[src/rtl/mario_control.sv]
// Purpose: game control FSM sequencing level entry, per-frame erase/move/commit/redraw and jump/fall timing.
// Latency: tick -> erase request 1 cycle; draw_done -> motion strobe 1 cycle; strobe -> redraw request 2 cycles.
// Backpressure: each drawer pass holds draw_req until draw_done; frame ticks outside WAIT are dropped.
module mario_control #(
  parameter int unsigned JUMP_HEIGHT = 20
) (
  input  logic i_clk,
  input  logic i_resetn,
  input  logic i_go,
  input  logic i_right,
  input  logic i_left,
  input  logic i_up,
  input  logic i_ground,
  input  logic i_outofBounds,
  input  logic i_pipe,
  input  logic i_next,
  input  logic i_flag,
  input  logic i_dead,
  input  logic i_draw_done,
  output logic o_start,
  output logic o_lvl1,
  output logic o_lvl2,
  output logic o_lvl3,
  output logic o_drStage1,
  output logic o_drStage2,
  output logic o_drStage3,
  output logic o_erM,
  output logic o_jumping,
  output logic o_falling,
  output logic o_draw_req,
  output logic o_erase,
  output logic o_win
);

  typedef enum logic [3:0] {
    S_START,
    S_INIT,
    S_DRAW0,
    S_WAIT,
    S_ERASE,
    S_STEP,
    S_COMMIT,
    S_DRAW,
    S_WIN
  } state_t;

  typedef enum logic [1:0] {
    M_JUMP,
    M_FALL,
    M_WALK
  } motion_t;

  localparam logic [4:0] JH = 5'(JUMP_HEIGHT);

  state_t      r_state;
  state_t      w_state_nxt;
  motion_t     r_motion;
  motion_t     w_motion_nxt;
  logic [1:0]  r_level;
  logic [1:0]  w_level_nxt;
  logic [4:0]  r_jcnt;
  logic [4:0]  w_jcnt_nxt;
  // Low during reset and for the first cycle of the reset edge so no strobe fires while held in reset.
  logic        r_live;
  logic        w_bump;
  logic [4:0]  w_jcnt_eff;

  // A head bump (airborne and out of bounds) cancels the remaining rise; the same tick already sees it.
  assign w_bump     = (r_state == S_WAIT) && !i_ground && i_outofBounds && (r_jcnt != 5'd0);
  assign w_jcnt_eff = w_bump ? 5'd0 : r_jcnt;

  // State, level, jump counter and motion registers with synchronous active-low reset.
  always_ff @(posedge i_clk) begin
    if (!i_resetn) begin
      r_state  <= S_START;
      r_level  <= 2'd1;
      r_jcnt   <= 5'd0;
      r_motion <= M_WALK;
      r_live   <= 1'b0;
    end else begin
      r_state  <= w_state_nxt;
      r_level  <= w_level_nxt;
      r_jcnt   <= w_jcnt_nxt;
      r_motion <= w_motion_nxt;
      r_live   <= 1'b1;
    end
  end

  // Next-state, level, jump counter and motion selection.
  always_comb begin
    w_state_nxt  = r_state;
    w_level_nxt  = r_level;
    w_jcnt_nxt   = r_jcnt;
    w_motion_nxt = r_motion;
    case (r_state)
      // START holds until out of reset so its one-cycle strobe is visible after release.
      S_START: begin
        if (r_live) w_state_nxt = S_INIT;
      end
      S_INIT: begin
        w_jcnt_nxt  = 5'd0;
        w_state_nxt = S_DRAW0;
      end
      S_DRAW0, S_DRAW: begin
        if (i_draw_done) w_state_nxt = S_WAIT;
      end
      S_ERASE: begin
        if (i_draw_done) w_state_nxt = S_STEP;
      end
      S_WAIT: begin
        if (w_bump) w_jcnt_nxt = 5'd0;
        if (i_go) begin
          if (i_dead && (r_level == 2'd1)) begin
            w_level_nxt = 2'd1;
            w_state_nxt = S_START;
          end else if (i_flag && (r_level == 2'd3)) begin
            w_state_nxt = S_WIN;
          end else if (i_next && (r_level == 2'd2)) begin
            w_level_nxt = 2'd3;
            w_state_nxt = S_START;
          end else if (i_pipe && (r_level == 2'd1)) begin
            w_level_nxt = 2'd2;
            w_state_nxt = S_START;
          end else if (w_jcnt_eff != 5'd0) begin
            w_motion_nxt = M_JUMP;
            w_state_nxt  = S_ERASE;
          end else if (i_up && i_ground) begin
            w_jcnt_nxt   = JH;
            w_motion_nxt = M_JUMP;
            w_state_nxt  = S_ERASE;
          end else if (!i_ground) begin
            w_motion_nxt = M_FALL;
            w_state_nxt  = S_ERASE;
          end else if (i_right || i_left) begin
            w_motion_nxt = M_WALK;
            w_state_nxt  = S_ERASE;
          end
        end
      end
      S_STEP: begin
        if ((r_motion == M_JUMP) && (r_jcnt != 5'd0)) w_jcnt_nxt = r_jcnt - 5'd1;
        w_state_nxt = S_COMMIT;
      end
      S_COMMIT: begin
        w_state_nxt = S_DRAW;
      end
      S_WIN: begin
        w_state_nxt = S_WIN;
      end
      default: begin
        w_state_nxt = S_START;
      end
    endcase
  end

  // Moore outputs decoded from registered state only.
  assign o_start    = r_live && (r_state == S_START);
  assign o_drStage1 = (r_state == S_INIT) && (r_level == 2'd1);
  assign o_drStage2 = (r_state == S_INIT) && (r_level == 2'd2);
  assign o_drStage3 = (r_state == S_INIT) && (r_level == 2'd3);
  assign o_jumping  = (r_state == S_STEP) && (r_motion == M_JUMP);
  assign o_falling  = (r_state == S_STEP) && (r_motion == M_FALL);
  assign o_erM      = (r_state == S_STEP) && (r_motion == M_WALK);
  assign o_draw_req = (r_state == S_DRAW0) || (r_state == S_DRAW) || (r_state == S_ERASE);
  assign o_erase    = (r_state == S_ERASE);
  assign o_win      = (r_state == S_WIN);
  assign o_lvl1     = (r_level == 2'd1);
  assign o_lvl2     = (r_level == 2'd2);
  assign o_lvl3     = (r_level == 2'd3);

endmodule

[config.mk]
export PLATFORM = sky130hd
export DESIGN_NAME = mario_control
export DESIGN_NICKNAME = d
export VERILOG_FILES = /design/src/rtl/mario_control.sv
export SDC_FILE = /design/constraint.sdc
export NUM_CORES = 1
export LEC_CHECK = 0
export BUFFER_PORTS_ARGS = -buffer_cell sky130_fd_sc_hd__buf_2
export CAP_MARGIN = 20
export CELL_PAD_IN_SITES_DETAIL_PLACEMENT = 0
export CELL_PAD_IN_SITES_GLOBAL_PLACEMENT = 1
export CORE_ASPECT_RATIO = 0.75
export CORE_UTILIZATION = 35
export DETAILED_ROUTE_END_ITERATION = 6
export GPL_TIMING_DRIVEN = 1
export PLACE_DENSITY = 0.72
export SYNTH_ARGS = -nofsm -noshare
export SYNTH_HDL_FRONTEND = slang
export SYNTH_SLANG_ARGS = --single-unit
export TNS_END_PERCENT = 5
[constraint.sdc]
create_clock -name i_clk -period 1.6 [get_ports i_clk]
set_input_delay 0.08 -clock i_clk [delete_from_list [all_inputs] [get_ports i_clk]]
set_output_delay 0.08 -clock i_clk [all_outputs]
set_load 0.02 [all_outputs]
=== Word level (Yosys, flattened, before mapping) ===
Index checks and enable logic that the tools add are counted.

* Register bits after elaboration: 14
* Latch bits: 0
* Memory bits (writable): 0
* Bits in read-only memories: 0
* Output and inout port bits: 13
* Logic and storage cells: 94
* Memories kept: 0

* Add/subtract/negate cells: 1
* $mul: 0
* Divide/modulo/power cells: 0
* Order comparisons: 0
* Equality and inequality tests: 21
* Shifts and indexed selects: 0
* Mux-type cells: 32
* Bitwise operators: 4
* Reductions and logical operators: 31

{| class="wikitable"
|+ Operators with widths
! kind !! count
|-
| 4-bit 2-to-1 mux || 12
|-
| 5-bit 2-to-1 mux || 9
|-
| 4-bit case mux with 8 select lines || 1
|-
| 4-bit by 3-bit == test with 1-bit output, second input constant || 4
|-
| 1-bit logical AND || 16
|-
| 2-bit 2-to-1 mux || 8
|-
| 5-bit case mux with 3 select lines || 1
|-
| 2-bit != test, second input constant || 6
|-
| 5-bit nonzero test || 2
|-
| 9-bit by 2-bit != test with 1-bit output, second input constant || 1
|-
| 4-bit by 2-bit == test with 1-bit output, second input constant || 2
|-
| 7-bit AND reduction || 1
|-
| 2-bit == test, second input constant || 3
|-
| 3-bit nonzero test || 2
|-
| 5-bit AND reduction || 1
|-
| 5-bit by 1-bit subtractor with 5-bit output, second input constant || 1
|-
| 2-bit by 1-bit == test with 1-bit output, second input constant || 2
|-
| 4-bit by 1-bit == test with 1-bit output, second input constant || 1
|-
| 4-bit == test, second input constant || 1
|-
| 4-bit logical NOT || 1
|-
| 4-bit by 1-bit != test with 1-bit output, second input constant || 1
|-
| 1-bit NOT || 4
|-
| 4-bit AND reduction || 1
|-
| 1-bit logical OR || 3
|-
| other kinds (5) || 5
|}

=== Logic depth before layout (Yosys ltp) ===
Gate-level depths: netlist (run 1).

* Depth in word-level cells: 13
* Depth in mapped cells: 7
* Gate-level depth less buffers: 7

=== Worst setup path after synthesis (run 1) ===
No wires, ideal clock.

* Path kind: reg2reg
* Start: register r_jcnt[0]
* End: register r_jcnt[4]
* Data arrival time: 1597 ps
* Setup slack: -125 ps
* Cell stages (with the launch flop): 7
* Buffers on the path: 0
* Path through: dfxtp_1 inv_1 ha_1 or4b_1 nand2_1 a2111o_1 or3b_1

* Cells in the longest elaborated chain, start to end: 11
* Elaborated cells on any way between the ends: 17

{| class="wikitable"
|+ RTL lines
! item !! line !! RTL
|-
| start, declared || 61 || <nowiki>logic [4:0] r_jcnt;</nowiki>
|-
| start signal, assigned || 83 || <nowiki>r_jcnt <= w_jcnt_nxt;</nowiki>
|-
| 5-bit nonzero test || 69, 141 ||
|-
| 1-bit logical AND || 69 || <nowiki>assign w_bump = (r_state == S_WAIT) && !i_ground && i_outofBounds && (r_jcnt != 5'd0);</nowiki>
|-
| 5-bit 2-to-1 mux || 70, 111 ||
|-
| 5-bit nonzero test / 5-bit 2-to-1 mux (equally long branches) || 124, 127 ||
|-
| 5-bit 2-to-1 mux || 124 || <nowiki>end else if (w_jcnt_eff != 5'd0) begin</nowiki>
|-
| 5-bit 2-to-1 mux || 121 || <nowiki>end else if (i_pipe && (r_level == 2'd1)) begin</nowiki>
|-
| 5-bit 2-to-1 mux || 118 || <nowiki>end else if (i_next && (r_level == 2'd2)) begin</nowiki>
|-
| 5-bit 2-to-1 mux || 116 || <nowiki>end else if (i_flag && (r_level == 2'd3)) begin</nowiki>
|-
| 5-bit 2-to-1 mux || 113 || <nowiki>if (i_dead && (r_level == 2'd1)) begin</nowiki>
|-
| 5-bit 2-to-1 mux || 112 || <nowiki>if (i_go) begin</nowiki>
|-
| 5-bit case mux with 3 select lines || 95 || <nowiki>case (r_state)</nowiki>
|}

Parallel ways exist; a longest one is shown, timed or not. The select of a mux whose other input is x is not followed.
A chain may end at the register's enable or synchronous reset.

=== Worst setup path after layout (run 1) ===
* Start: register r_jcnt[1]
* End: register r_jcnt[4]

Same word-level chain as after synthesis.

==> impl_metrics.csv, run 1 <==
group,metric,value,unit
run_status,run_status,"finished, violations left",
run_status,failed_checks,"negative setup slack",
synthesis,synth-seq-area-share,25.87,%
power,post-layout-total-power,0.001808,W
detailed_routing,drtAntennaViolNets,0,
detailed_routing,drt-wirelength-per-cell,14.95,um
sta,final_hold_viol_count,0,
power,power_frac_seq,24.6,%
clock_network,cts_clk_pin_slew_worst_paths,0.07,ns
finish,areaGrowthSynthToFinish,47.81,%
place,place.detailed.hpwl,2.452,mm
setup_path,type_of_origin_of_the_critical_path,"flip-flop",
finish,fin_nets,196,
synthesis,post_synth_num_cell_types,50,
global_route,grt_first_pass_wirelength,5.451,mm
synthesis,syn-instance-count,130,
synthesis,synth_seq_cells,14,
sta,fmax,0.5809,GHz
power,clock_power_share,20.2,%
power,highest_ir_drop_seen_on_vdd,0.5272,mV
synthesis,synth-main-ff-cell,"sky130_fd_sc_hd__dfxtp_1",
power,power_density,1129,mW/mm2
setup_path,critPathArrivalTime,1.86,ns
die,die_w,66.25,um
setup_path,critical_path.max_fanout,3,
setup_path,required,1.74,ns
place,post_dp_cell_area,0.001426,mm2
sta,period_needed,1.722,ns
clock_network,cts-buffers-inserted,3,
detailed_routing,totalWireLength,3.259,mm
setup_path,register_to_register_path_setup_slack,-0.12,ns
power,cell_internal_pwr,0.001081,W
sta,rsz0062_at_grt,"true",
power,netSwitchingFraction,40.24,%
finish,drive_above_1_share,47.22,%
finish,postLayoutCellArea,0.001602,mm2
die,area_enclosed_by_the_die_boundary,0.003325,mm2
sta,setup_viol,9,
synthesis,syn_area,0.001084,mm2
setup_path,worst_r2r_path_depth,6,
sta,worst_pin_slew,0.3509,ns
detailed_routing,firstDrtPassIters,4,
clock_network,cts_tree,"yes",
run,max_cap_viol_count,0,
place,io_buffer_count,25,
setup_path,rr_startpoint,"r_jcnt[1]$_SDFFE_PN0P_",
clock_network,clock_sinks,14,
clock_network,cts_max_path_buffers,2,
clock_network,clock_tree.root_cell,"sky130_fd_sc_hd__clkbuf_8",
die,row_count,17,
die,fp.coreArea,0.002935,mm2
setup_path,critPathKind,"flip-flop to flip-flop",
synthesis,syn_area_per_cell,8.335,um2
sta,min_period_over_period,107.6,%
setup_path,endpoint_kind,"flip-flop",
min_path,worst_hold_path_type,"primary input to flip-flop",
global_route,grt_antenna_before_repair,0,
die,die_h,50.19,um
detailed_routing,drc,0,
setup_path,critPathLaunch,"r_jcnt[1]$_SDFFE_PN0P_",
die,ioPinCount,26,
sta,worst_hold_slack,0.1486,ns
global_route,grt_util_all_layers,22.26,%
power,static-leakage-power,0.7281,nW
place,finalWeightedCongestion,0.8935,
sta,timing.final.max_slew_violations,0,
finish,n_antenna_cell,0,
global_route,first_global_vias,1096,
synthesis,postSynth.asyncResetShare,0,%
synthesis,synth_edf_count,0,
sta,relSlewSlack,76.58,%
die,initial_utilization,36.91,%
power,power_switching,0.0007277,W
power,share_comb_of_total_power,55.2,%
synthesis,yosys_warnings,0,
detailed_routing,vias_per_cell,5.450,
detailed_routing,num_vias,1188,
global_route,grt_overflow_total,0,
detailed_routing,initial_drc_count,82,
clock_network,clock_insertion_delay_worst_skew,0.25,ns
setup_path,reg2reg_to,"r_jcnt[4]$_SDFFE_PN0P_",
sta,timing.final.ws_setup,-0.1216,ns
synthesis,net_count_after_synthesis,145,
sta,clock_skew,0.004830,ns
setup_path,endpoint,"r_jcnt[4]$_SDFFE_PN0P_",
global_route,grt_max_degree,14,
clock_network,cts_htree_levels,1,
==> worst min-delay path by stage <==
stage                     startpoint                      end  slack (ns)  cells past startpoint
final                       i_resetn           r_live$_DFF_P_        0.15                      2
after global routing        i_resetn           r_live$_DFF_P_        0.15                      2
after CTS                   i_resetn           r_live$_DFF_P_        0.15                      2
after detailed placement      i_next  r_level[0]$_SDFFE_PN1P_        0.41                      3
after global placement        i_next  r_level[0]$_SDFFE_PN1P_        0.41                      3
after floorplan             i_resetn           r_live$_DFF_P_        0.11                      0
==> power by group through the flow <==
| stage | Clock, W | Combinational, W | Sequential (W) |
|---|---|---|---|
| after floorplan | 0 | 0.000572 | 0.000433 |
| after global placement | 0 | 0.000884 | 0.000432 |
| after detailed placement | 0 | 0.000901 | 0.000436 |
| after CTS | 0.000369 | 0.000945 | 0.000432 |
| after global routing | 0.000392 | 0.00109 | 0.000450 |
| final | 0.000366 | 0.000997 | 0.000446 |
==> Yosys cell counts (all sizes together), types with 2 or more instances <==
master / count / share of area [%]
nor4: 4 / 3.7
o31ai: 2 / 1.4
mux2i: 4 / 3.7
nand4bb: 2 / 2.5
and2: 3 / 1.7
dfxtp: 14 / 26
nor2: 7 / 2.4
nand3: 3 / 1.8
buf: 5 / 2.9
a31oi: 4 / 2.3
ha: 2 / 2.3
nand3b: 4 / 2.8
o211ai: 2 / 1.4
and3: 3 / 1.7
nor2b: 3 / 1.7
inv: 7 / 2.4
a21oi: 8 / 3.7
nor3b: 3 / 2.1
o221a: 2 / 2.1
o21ai: 6 / 3.8
nor4b: 2 / 2.2
nand2: 9 / 3.1
clkbuf: 3 / 1.0
nor3: 8 / 4.7
nand2b: 3 / 1.7
==> metrics by stage <==
step           setup slack, ns  instances  util, %  setup TNS [ns]
6_report               -0.1216        218    54.56         -0.4870
5_1_grt                -0.1861        218    54.56          -1.256
4_1_cts                -0.1224        218    53.20         -0.5201
3_5_place_dp           -0.1863        210    48.59         -0.5993
3_3_place_gp           -0.1037        210    48.59         -0.3807
2_1_floorplan         -0.08804        130        -         -0.1534
==> worst max-delay path, cell delays in order, from the launching register on <==
cell                       delay, ns
sky130_fd_sc_hd__dfxtp_2        0.32
sky130_fd_sc_hd__inv_2          0.07
sky130_fd_sc_hd__ha_4           0.14
sky130_fd_sc_hd__or4b_4         0.49
sky130_fd_sc_hd__nand2_4        0.08
sky130_fd_sc_hd__a2111o_1       0.15
sky130_fd_sc_hd__or3b_1         0.35
==> registers in the layout (all words and copies together), names as in the netlist <==
name / count
r_jcnt: 5
r_state: 4
r_level: 2
r_motion: 2
r_live: 1
==> layout make-up <==
class,instances,area [um2]
fillers,290,1334
multi-input cells,101,818.3
repair buffers,54,366.6
flip-flops and latches,14,287.8
clock buffers,4,55.05
well taps,38,47.55
inverters,7,26.28
==> cell families (layout without fill, tap and decap cells) <==
family	after synthesis	in the layout	synth area share, %
AO/OA/AOI/OAI	31	31	21.13
adder cells (fa/ha/maj)	2	2	2.309
multiplexers	5	5	4.734
flip-flops	14	14	25.87
XOR/XNOR	1	1	0.8085
buffers and inverters	15	65	6.351
AND/OR/NAND/NOR	62	62	38.80
==> placed cells by master, fill, tap and decap left out, types with 4 or more instances in the layout <==
master	instances
sky130_fd_sc_hd__a21oi_1	7
sky130_fd_sc_hd__a31oi_1	4
sky130_fd_sc_hd__buf_2	25
sky130_fd_sc_hd__buf_4	25
sky130_fd_sc_hd__clkbuf_8	4
sky130_fd_sc_hd__dfxtp_1	8
sky130_fd_sc_hd__dfxtp_2	6
sky130_fd_sc_hd__inv_1	5
sky130_fd_sc_hd__mux2i_1	4
sky130_fd_sc_hd__nand2_1	8
sky130_fd_sc_hd__nand3b_1	4
sky130_fd_sc_hd__nor2_1	7
sky130_fd_sc_hd__nor3_1	7
==> repair_timing <==
item                       4_1_cts  5_1_grt
resized for setup               15        7
pin swaps                        4        1
buffers inserted                 4        0
setup endpoints to repair       11       17
hold buffers                     0        0
==> routing by layer <==
layer / wire length (um) / global-route usage, % / vias up / share of wire (%)
met4: 38 / 6.738 / 0 / 1.2
met3: 223 / 5.682 / 6 / 6.8
met1: 1580 / 31.81 / 544 / 48
met2: 1417 / 32.48 / 47 / 43
met5: 0 / 0 / - / 0
li1: - / - / 591 / -
No activity file was read; power rests on OpenSTA's default activity.
==> run 2: changes to the inputs <==
Settings changed: CORE_UTILIZATION 35 to 38, PLACE_DENSITY 0.72 to not set, PLACE_DENSITY_LB_ADDON set to 0.1.
Clock period 1.6 ns to 1.7 ns, I/O delays scaled along.
==> run 2 against run 1 <==
  * The flow still finishes with violations (negative setup slack)
  * Hold slack gained 0.0045 ns
  * Sequential share of layout area grew 1.0 points
  * Clock-buffer cell count is the same
  * Die area shrank 7.6%
  * Clock power shrank 5.7%
  * Sequential cell count is the same
  * Critical path depth is the same
  * Largest power group unchanged
==> impl_metrics.csv, run 2 (synthesis results as in run 1) <==
group,metric,value,unit
run_status,run_status,"finished, violations left",
run_status,failed_checks,"negative setup slack",
sta,timing.final.max_slew_violations,0,
detailed_routing,num_vias,1130,
global_route,grt_antenna_before_repair,0,
power,power_density,1069,mW/mm2
clock_network,cts_tree,"yes",
die,ioPinCount,26,
finish,areaGrowthSynthToFinish,38.68,%
sta,final_hold_viol_count,0,
die,area_enclosed_by_the_die_boundary,0.003071,mm2
setup_path,master_of_the_slowest_instance_on_the_critical_path,"sky130_fd_sc_hd__or4b_4",
finish,largest_reg_flops,5,
clock_network,clock_sinks,14,
power,cell_internal_pwr,0.0009593,W
detailed_routing,firstDrtPassIters,4,
finish,n_antenna_cell,0,
power,share_comb_of_total_power,53.2,%
finish,final_common_cell,"sky130_fd_sc_hd__buf_2",
die,die_h,48.25,um
die,initial_utilization,40.70,%
place,place.detailed.hpwl,2.267,mm
power,post-layout-total-power,0.001606,W
global_route,grt_util_all_layers,19.24,%
clock_network,cts_clk_pin_slew_worst_paths,0.06,ns
setup_path,cpPeakStageDelay,0.49,ns
clock_network,cts_max_path_buffers,2,
detailed_routing,vias_per_cell,5.407,
sta,relSlewSlack,73.18,%
setup_path,chain_of_cells_forming_the_critical_path,"inv_2 > ha_4 > or4b_4 > nand2_4 > a2111o_1 > or3b_1",
power,static-leakage-power,0.6805,nW
clock_network,cts-buffers-inserted,3,
place,finalWeightedCongestion,0.8803,
setup_path,critPathKind,"flip-flop to flip-flop",
place,io_buffer_count,25,
setup_path,critical_path.max_fanout,3,
sta,worst_pin_slew,0.3966,ns
power,highest_ir_drop_seen_on_vdd,0.4472,mV
sta,clock_skew,0.0008929,ns
finish,top_regs,"r_jcnt: 5 flops, r_state: 4 flops",
detailed_routing,drt-wirelength-per-cell,14.55,um
detailed_routing,drtAntennaViolNets,0,
finish,regMostFlops,"r_jcnt",
setup_path,type_of_origin_of_the_critical_path,"flip-flop",
global_route,grt_max_degree,16,
finish,multiInputGateArea,793.3,um2
power,netSwitchingFraction,40.25,%
setup_path,timing.critical_path.buf_inv,1,
die,fp.coreArea,0.002663,mm2
clock_network,cts.hold.buffers_added,0,
detailed_routing,initial_drc_count,81,
die,row_count,16,
global_route,grt_first_pass_wirelength,4.395,mm
global_route,grt_overflow_total,0,
sta,fmax,0.5828,GHz
sta,setup_viol,1,
sta,timing.final.ws_setup,-0.01590,ns
power,power_frac_seq,25.4,%
finish,filler_cell_count,257,
run,max_cap_viol_count,0,
min_path,worst_hold_path_type,"primary input to flip-flop",
finish,most-common-layout-cells,"sky130_fd_sc_hd__buf_2, sky130_fd_sc_hd__buf_4, sky130_fd_sc_hd__dfxtp_1",
sta,min_period_over_period,100.9,%
detailed_routing,totalWireLength,3.040,mm
detailed_routing,drc,0,
sta,rsz0062_at_grt,"true",
finish,drive_above_1_share,42.20,%
power,clock_power_share,21.5,%
finish,fin_nets,189,
setup_path,endpoint_kind,"flip-flop",
die,die_w,63.66,um
clock_network,clock_tree.root_cell,"sky130_fd_sc_hd__clkbuf_8",
sta,final.setup.tns,-0.01590,ns
finish,seqCellArea,285.3,um2
setup_path,critPathArrivalTime,1.85,ns
power,power_switching,0.0006463,W
clock_network,cts_htree_levels,1,
global_route,first_global_vias,899,
setup_path,critical-path-top-delay-family,"simple AND/OR/NAND/NOR gates",
sta,period_needed,1.716,ns
setup_path,required,1.84,ns
clock_network,clock_insertion_delay_worst_skew,0.25,ns
run 2: per-layer routing:
layer	routed length, um	global-route usage [%]	vias up
met5	0	0	-
met4	10	2.727	0
met3	150	4.439	3
met2	1312	28.72	29
met1	1565	28.67	527
li1	-	-	571
run 2: worst paths after layout:
| path | startpoint | to | slack [ns] | depth (start not counted) |
|---|---|---|---|---|
| setup reg to reg | r_jcnt[0]$_SDFFE_PN0P_ | r_jcnt[4]$_SDFFE_PN0P_ | -0.02 | 6 |
| setup / recovery | r_jcnt[0]$_SDFFE_PN0P_ | r_jcnt[4]$_SDFFE_PN0P_ | -0.02 | 6 |
| hold / removal | i_next | r_level[0]$_SDFFE_PN1P_ | 0.15 | 3 |
| hold reg to reg | r_motion[0]$_SDFFE_PN0P_ | r_motion[0]$_SDFFE_PN0P_ | 0.54 | 2 |
run 2: area by class of cell:
type	instances	share of cell area [%]
clock buffers	4	3.664
well taps	36	2.998
flip-flops and latches	14	18.98
repair buffers	47	19.82
multi-input cells	101	52.79
inverters	7	1.749
run 2: what timing repair did:
item / in CTS / in global routing
cloned: 0 / 0
pin swaps: 6 / 2
buffers inserted: 3 / 1
endpoints found under the setup margin: 9 / 9
resized for setup: 9 / 7
run 2: worst min-delay path, cell delays in order:
cell,delay (ns)
sky130_fd_sc_hd__buf_2,0.09
sky130_fd_sc_hd__a31oi_1,0.07
sky130_fd_sc_hd__o21ai_1,0.12
run 2: power groups by stage:
stage                     Clock (W)  Sequential, W  Combinational [W]
final                      0.000345       0.000407           0.000854
after global routing       0.000359       0.000411           0.000943
after CTS                  0.000351       0.000395           0.000811
after detailed placement          0       0.000402           0.000786
after global placement            0       0.000402           0.000774
after floorplan                   0       0.000407           0.000533
run 2: through the flow:
| step | util (%) | instances | cell area (um2) | hold WS [ns] | setup slack, ns |
|---|---|---|---|---|---|
| after detailed placement | 50.80 | 201 | 1353 | 0.4071 | -0.09730 |
| after global routing | 56.44 | 209 | 1503 | 0.1628 | -0.07916 |
| final | 56.44 | 209 | 1503 | 0.1530 | -0.01590 |
| after global placement | 50.80 | 201 | 1353 | 0.3973 | -0.09648 |
| after floorplan | - | 130 | 1090 | 0.1127 | -0.0009965 |
| after CTS | 54.89 | 208 | 1461 | 0.1411 | -0.007819 |
==> run 3: changes to the inputs <==
Settings changed: CELL_PAD_IN_SITES_DETAIL_PLACEMENT 0 to 2, CELL_PAD_IN_SITES_GLOBAL_PLACEMENT 1 to 2, CORE_UTILIZATION 38 to 30.
==> run 3 against run 2 <==
  * The run ends with design-rule violations, negative setup slack left
  * Sequential share of layout area down 0.25 points
  * First-iteration DRC count down 64%
  * Via count up 11%
  * Worst setup slack worse by 0.14 ns
  * Power up 3.4%
  * Fmax down 7.5%
  * Die area up 26%
  * Clock power down 17%
  * Largest cell class unchanged
  * Largest power group unchanged
  * Highest routed layer unchanged
==> impl_metrics.csv, run 3 (synthesis results as in run 1) <==
group,metric,value,unit
power,highest_ir_drop_seen_on_vdd,0.6300,mV
sta,timing.final.ws_setup,-0.1548,ns
sta,min_period_over_period,109.1,%
detailed_routing,drtAntennaViolNets,0,
run_status,failed_checks,"design-rule violations, negative setup slack",
die,initial_utilization,32.07,%
run_status,run_status,"finished, violations left",
setup_path,critPathKind,"flip-flop to flip-flop",
finish,finish.cell_count_without_fillers,215,
place,post-place-cells,207,
detailed_routing,drt-wirelength-per-cell,23.21,um
place,finalWeightedCongestion,0.7824,
global_route,grt_util_all_layers,24.45,%
finish,fin_nets,192,
sta,setup_viol,12,
finish,filler_cell_count,373,
sta,fmax,0.5391,GHz
die,ioPinCount,26,
clock_network,cts_max_path_buffers,2,
finish,areaGrowthSynthToFinish,42.38,%
detailed_routing,initial_drc_count,29,
power,post-layout-total-power,0.001660,W
global_route,grt_first_pass_wirelength,6.900,mm
finish,top_regs,"r_jcnt: 5 flops, r_state: 4 flops",
global_route,first_global_vias,1304,
detailed_routing,totalWireLength,4.990,mm
setup_path,master_of_the_slowest_instance_on_the_critical_path,"sky130_fd_sc_hd__dfxtp_1",
global_route,grt_max_degree,16,
die,die_w,71.40,um
die,die_h,54.05,um
place,place.detailed.hpwl,3.077,mm
setup_path,cpPeakStageDelay,0.40,ns
clock_network,cts_tree,"yes",
clock_network,cts_clk_pin_slew_worst_paths,0.06,ns
global_route,grt_antenna_before_repair,0,
global_route,grt_overflow_total,0,
finish,n_antenna_cell,0,
finish,multiInputGateArea,815.8,um2
detailed_routing,vias_per_cell,5.856,
setup_path,chain_of_cells_forming_the_critical_path,"buf_6 > nand2_1 > a31oi_1 > o31a_1 > a21oi_1 > a311oi_1",
place,post_dp_cell_area,0.001373,mm2
finish,drive_above_1_share,46.86,%
die,row_count,18,
setup_path,register_to_register_path_setup_slack,-0.15,ns
sta,timing.final.max_slew_violations,0,
min_path,worst_hold_path_type,"primary input to flip-flop",
sta,worst_pin_slew,0.5719,ns
clock_network,clock_insertion_delay_worst_skew,0.25,ns
die,area_enclosed_by_the_die_boundary,0.003859,mm2
setup_path,required,1.84,ns
place,io_buffer_count,25,
finish,final_common_cell,"sky130_fd_sc_hd__buf_2",
detailed_routing,drc,2,
setup_path,critPathArrivalTime,2.00,ns
sta,period_needed,1.855,ns
clock_network,cts-buffers-inserted,3,
setup_path,type_of_origin_of_the_critical_path,"flip-flop",
detailed_routing,firstDrtPassIters,6,
clock_network,clock_sinks,14,
run,max_cap_viol_count,0,
clock_network,cts_htree_levels,1,
sta,rsz0062_at_grt,"true",
finish,seqCellArea,289.0,um2
finish,largest_reg_flops,5,
setup_path,critical_path.max_fanout,15,
sta,relSlewSlack,61.33,%
clock_network,clock_tree.root_cell,"sky130_fd_sc_hd__clkbuf_8",
sta,worst_hold_slack,0.1594,ns
power,static-leakage-power,0.6956,nW
finish,regMostFlops,"r_jcnt",
setup_path,endpoint_kind,"flip-flop",
power,power_density,1076,mW/mm2
die,fp.coreArea,0.003378,mm2
sta,clock_skew,0.001734,ns
sta,final_hold_viol_count,0,
detailed_routing,num_vias,1259,
finish,postLayoutCellArea,0.001543,mm2
finish,most-common-layout-cells,"sky130_fd_sc_hd__buf_2, sky130_fd_sc_hd__buf_4, sky130_fd_sc_hd__nand2_1",
[run 3: changes by cell type in the layout (fill, tap and decap cells not counted), sizes merged]
cell,change
buf,+3
clkbuf,-1
[run 3: routing by layer]
layer | part of all wire, % | up-vias | global-route usage [%]
li1 | - | 578 | -
met1 | 46 | 637 | 30.60
met2 | 47 | 33 | 43.17
met3 | 3.8 | 11 | 5.243
met4 | 2.4 | 0 | 6.667
met5 | 0 | - | 0
[run 3: final timing paths]
check                      startpoint                       end  depth (start not counted)
max           r_state[2]$_SDFFE_PN0P_   r_state[2]$_SDFFE_PN0P_                          6
min                            i_next   r_level[0]$_SDFFE_PN1P_                          3
max reg2reg   r_state[2]$_SDFFE_PN0P_   r_state[2]$_SDFFE_PN0P_                          6
min reg2reg  r_motion[0]$_SDFFE_PN0P_  r_motion[0]$_SDFFE_PN0P_                          2
[run 3: through the flow]
step | setup slack, ns | TNS (ns) | utilization [%]
6_report | -0.1548 | -0.6706 | 45.67
5_1_grt | -0.1646 | -1.359 | 45.67
4_1_cts | -0.02193 | -0.03516 | 43.93
3_5_place_dp | -0.1391 | -0.3329 | 40.63
3_3_place_gp | -0.08087 | -0.1082 | 40.63
2_1_floorplan | -0.0009965 | -0.0009965 | -
[run 3: repair_timing]
item | 4_1_cts | 5_1_grt
pin swaps | 8 | 3
hold buffers | 0 | 0
setup endpoints to repair | 8 | 17
setup buffers | 4 | 1
resized for setup | 12 | 11
[run 3: worst max-delay path, delay by kind of cell, from the launching register on]
family | cells | cell delay (ns)
AOI/OAI and AO/OA | 4 | 1.03
buffers and inverters | 1 | 0.19
DFF | 1 | 0.40
and+or+nand+nor | 1 | 0.10
[run 3: power by group]
part / total (W) / switching [W] / leakage [nW] / internal, W
combinational: 0.000942 / 0.000556 / 0.558 / 0.000385
clock: 0.000285 / 0.000127 / 0.0216 / 0.000158
sequential: 0.000434 / 0.0000608 / 0.116 / 0.000373
total: 0.00166 / 0.000744 / 0.696 / 0.000916
[run 3: cell type report]
cell class	count	area share, %
clock buffer	3	2.676
inverter	7	1.703
multi-input combinational	101	52.88
sequential	14	18.73
tap	40	3.244
timing repair buffer	50	20.76
